--- config.mk ---
export PLATFORM = sky130hd
export DESIGN_NAME = pipe_stage_buf
export DESIGN_NICKNAME = d
export VERILOG_FILES = /design/src/rtl/pipe_stage_buf.sv
export SDC_FILE = /design/constraint.sdc
export NUM_CORES = 1
export LEC_CHECK = 0
export BUFFER_PORTS_ARGS = -buffer_cell sky130_fd_sc_hd__buf_4
export CAP_MARGIN = 20
export CORE_MARGIN = 5
export CORE_UTILIZATION = 29
export DETAILED_ROUTE_END_ITERATION = 6
export SKIP_CTS_REPAIR_TIMING = 1
export SYNTH_ARGS = -nofsm -noshare
export SYNTH_HDL_FRONTEND = slang
export SYNTH_SLANG_ARGS = --single-unit
--- constraint.sdc ---
create_clock -name clk -period 10.25 [get_ports clk]
set_input_delay 1.5375 -clock clk [delete_from_list [all_inputs] [get_ports clk]]
set_output_delay 1.5375 -clock clk [all_outputs]
set_load 0.05 [all_outputs]
--- src/rtl/pipe_stage_buf.sv ---
// Generic inter-stage pipeline register: PC + payload behind a 2-entry skid buffer
// with valid/ready handshake, flush with saturating discard count, and NOP on bubbles.
module pipe_stage_buf #(
  parameter int                 DATA_W  = 32,
  parameter int                 PC_W    = 32,
  parameter logic [DATA_W-1:0]  NOP_VAL = DATA_W'(32'h0000_0013),
  parameter int                 CNT_W   = 16
) (
  input  logic              clk,
  input  logic              reset,
  input  logic              in_valid,
  output logic              in_ready,
  input  logic [PC_W-1:0]   in_pc,
  input  logic [DATA_W-1:0] in_data,
  input  logic              stall,
  input  logic              flush,
  output logic              out_valid,
  input  logic              out_ready,
  output logic [PC_W-1:0]   out_pc,
  output logic [DATA_W-1:0] out_data,
  output logic [1:0]        occupancy,
  output logic [CNT_W-1:0]  drop_count
);

  logic [1:0]        count_reg, count_next;
  logic [PC_W-1:0]   head_pc_reg, head_pc_next, skid_pc_reg, skid_pc_next;
  logic [DATA_W-1:0] head_data_reg, head_data_next, skid_data_reg, skid_data_next;
  logic [CNT_W-1:0]  drop_count_reg, drop_count_next;
  logic [CNT_W+1:0]  drop_sum;
  logic              acc, emit;

  // Ready depends only on registered count, so no combinational path from out_ready.
  assign in_ready  = (count_reg != 2'd2) & ~stall & reset;
  assign out_valid = (count_reg != 2'd0) & ~stall & reset;
  assign acc       = in_valid & in_ready;
  assign emit      = out_valid & out_ready;

  assign out_pc     = out_valid ? head_pc_reg   : '0;
  assign out_data   = out_valid ? head_data_reg : NOP_VAL;
  assign occupancy  = count_reg;
  assign drop_count = drop_count_reg;

  assign drop_sum = {2'b00, drop_count_reg} + (CNT_W+2)'(count_reg) + (CNT_W+2)'(acc);

  always_comb begin
    count_next      = count_reg;
    head_pc_next    = head_pc_reg;
    head_data_next  = head_data_reg;
    skid_pc_next    = skid_pc_reg;
    skid_data_next  = skid_data_reg;
    drop_count_next = drop_count_reg;
    if (flush) begin
      count_next = 2'd0;
      if (drop_sum > {2'b00, {CNT_W{1'b1}}})
        drop_count_next = '1;
      else
        drop_count_next = drop_sum[CNT_W-1:0];
    end else if (!stall) begin
      if (acc && !emit) begin
        count_next = count_reg + 2'd1;
        if (count_reg == 2'd0) begin
          head_pc_next   = in_pc;
          head_data_next = in_data;
        end else begin
          skid_pc_next   = in_pc;
          skid_data_next = in_data;
        end
      end else if (emit && !acc) begin
        count_next     = count_reg - 2'd1;
        head_pc_next   = skid_pc_reg;
        head_data_next = skid_data_reg;
      end else if (acc && emit) begin
        if (count_reg == 2'd1) begin
          head_pc_next   = in_pc;
          head_data_next = in_data;
        end else begin
          head_pc_next   = skid_pc_reg;
          head_data_next = skid_data_reg;
          skid_pc_next   = in_pc;
          skid_data_next = in_data;
        end
      end
    end
  end

  always_ff @(posedge clk) begin
    if (!reset) begin
      count_reg      <= 2'd0;
      drop_count_reg <= '0;
    end else begin
      count_reg      <= count_next;
      drop_count_reg <= drop_count_next;
    end
  end

  // Payload storage carries no reset; contents are meaningless while count is 0.
  always_ff @(posedge clk) begin
    head_pc_reg   <= head_pc_next;
    head_data_reg <= head_data_next;
    skid_pc_reg   <= skid_pc_next;
    skid_data_reg <= skid_data_next;
  end

endmodule
==> impl_metrics.toml <==
[routing]
viasPerCell = 4.472
drt_pass1_iterations = 4
drtIter0Drc = 109
wl_um = 13770
routedWlPerCell_um = 16.29
num_vias = 3779
drc = 0
ant_nets = 0

[pwr]
powerDensity_nw_per_um2 = 160.3
ir_drop_v = 0.0001110
cellLeakagePower_uw = 0.003013

[grt]
grt_pass1_wl_um = 21840
grt_max_degree = 65
antenna_found_initial = 0
grt_pass1_vias = 4102
gr-total-overflow = 0
grt_usage_pct = 11.53

[timing]
worst_slew_pin_slew_ns = 0.8907
hold-worst-slack_ns = 0.5409
max_freq_mhz = 220.1
finalCritPeriodShare_pct = 44.32
fin_skew_ns = 0.01015
setup_violations = 0
slew-limit-headroom_pct = 40.62
rsz0062_at_grt = "no"
period_minus_slack_ns = 4.543
final.setup.tns_ns = 0
hold_viol = 0
maxSlewViolCount = 0

[synth]
synth_fp_nets = 477
avgSynthCellArea_sq_um = 15.31
synth_area_leader_cell = "edfxtp_1"
syn_area_sq_um = 6092
netlist.area_leader.share_pct = 63.09
synth.top_cells.by_area = "edfxtp_1 63%, mux2_2 12%, and2_1 6.3%"
ys_ff_latch = 146
yosysSeqAreaShare_pct = 69.01
yosysWarnings = 0
synth_cell_types = 38
netlist_instances = 398

[setup_path]
cp_max_fo = 42
setup.worst_path.end = "out_data[20]"
worst_setup_path_end_kind = "primary output"
r2r_cells = 10
cp.required_ns = 8.71
rrSetupSlack_ns = 6.93
arrival_ns = 3.01
crit-reg2reg-capture = "drop_count[14]"
crit_type = "in2out"
startpoint = "stall"
rr_startpoint = "occupancy[0]"
start_kind = "input port"

[clock_tree]
cts_root_buf = "clkbuf_16"
h-tree-depth = 4
cts_tree = "built"
numCtsBuffers = 17
clockBufferDepth = 2
clock_sinks = 146
clk_pin_slew_ns = 0.06
clock_latency_ns = 0.41

[cells_and_area]
num-nets-final = 640
mostFrequentLayoutCell = "buf_4"
seq_area_sq_um = 4204
mostFrequentLayoutCells = "158 x buf_4, 128 x edfxtp_1, 64 x mux2_2, 61 x and2_1, 18 x dfxtp_1"
fillers = 2018
drive_gt1_share_pct = 45.26
area_growth_pct = 33.70
antennaDiodeCount = 0
multi_input_area_sq_um = 1803
fin_area_sq_um = 8145

[die]
fp.dieW_um = 154.9
die_h_um = 154.9
core_sq_um = 20820
rows = 53
io_pins = 154
initial_core_util_pct = 29.26
die_area_sq_um = 24010

[place]
placed_area_sq_um = 7602
gp_congestion = 0.8025
detailed_place_hpwl_um = 9524
portBuffers = 153

[run_status]
outcome = "finished clean"

[min_path]
hold_class = "reg2reg"

[run]
drv_cap = 0
## synth_stat cells
cell type / n
clkbuf_1: 8
nor3b_1: 1
and3b_1: 1
a31oi_1: 6
nand2b_1: 3
ha_1: 7
xnor2_1: 8
dfxtp_1: 18
fa_1: 2
edfxtp_1: 128
a2111o_1: 1
nand2_2: 1
a21oi_2: 1
nand3_1: 4
nor4_1: 4
and4b_1: 1
buf_4: 1
nand2_1: 12
a211oi_1: 1
a21oi_1: 10
o21a_1: 1
a2111oi_0: 1
xor2_1: 1
and3_1: 1
and2_1: 61
nand4_1: 1
nand3b_1: 1
nand4b_1: 1
mux2_2: 64
or3_1: 5
o21ai_0: 6
nor4_2: 1
nor3_1: 5
buf_2: 6
nor2b_1: 2
nand3_2: 2
nor2_1: 9
inv_1: 12
## metal layers
metal | GRT usage, % | up-vias | share of wire (%)
met5 | 0 | - | 0
met4 | 3.448 | 0 | 1.1
met1 | 14.28 | 1869 | 44
li1 | - | 1787 | -
met2 | 18.84 | 110 | 48
met3 | 4.312 | 13 | 6.5
## kinds of logic after synthesis
logic type / after synthesis / share of synthesized area (%)
fa+ha+maj: 9 / 2.095
buf+inv: 27 / 1.848
simple gates: 116 / 11.28
xor+xnor: 9 / 1.294
compound gates: 27 / 2.650
flops: 146 / 69.01
mux: 64 / 11.83
## how the worst min path moves through the flow
stage / from / to / depth (start not counted) / slack, ns
4_1_cts: drop_count[8] / drop_count[8] / 2 / 0.55
5_1_grt: skid_data_reg[16] / head_data_reg[16] / 1 / 0.55
3_5_place_dp: drop_count[8] / drop_count[8] / 2 / 0.53
2_1_floorplan: skid_data_reg[0] / head_data_reg[0] / 1 / 0.52
3_3_place_gp: drop_count[8] / drop_count[8] / 2 / 0.52
6_report: drop_count[8] / drop_count[8] / 2 / 0.54
## layout make-up
| class | instances | share of cell area [%] |
|---|---|---|
| Clock buffer | 17 | 5.223 |
| Clock inverter | 11 | 1.444 |
| Inverter | 12 | 0.5530 |
| Multi-Input combinational cell | 225 | 22.14 |
| Sequential cell | 146 | 51.61 |
| Tap cell | 275 | 4.224 |
| Timing Repair Buffer | 159 | 14.81 |
## per-stage QoR
step	setup WS (ns)	total power (uW)	cells	utilization, %
6_report	5.707	1306	845	39.12
3_5_place_dp	5.675	738.3	817	36.51
5_1_grt	5.592	1355	845	39.12
3_3_place_gp	5.331	735.8	816	36.41
2_1_floorplan	0.3234	702.9	398	-
4_1_cts	5.675	1325	845	39.12
## power by group
group	internal (uW)	switching, uW
Combinational	35.2	34.6
Clock	351	230
Sequential	653	1.85
Total	1040	267
## worst max-delay path, stage by stage
cell	delay (ns)
buf_4	0.14
nand2b_1	0.23
nor2_4	0.43
buf_12	0.25
and2_1	0.19
buf_4	0.21
(Power assumes the default switching activity.)
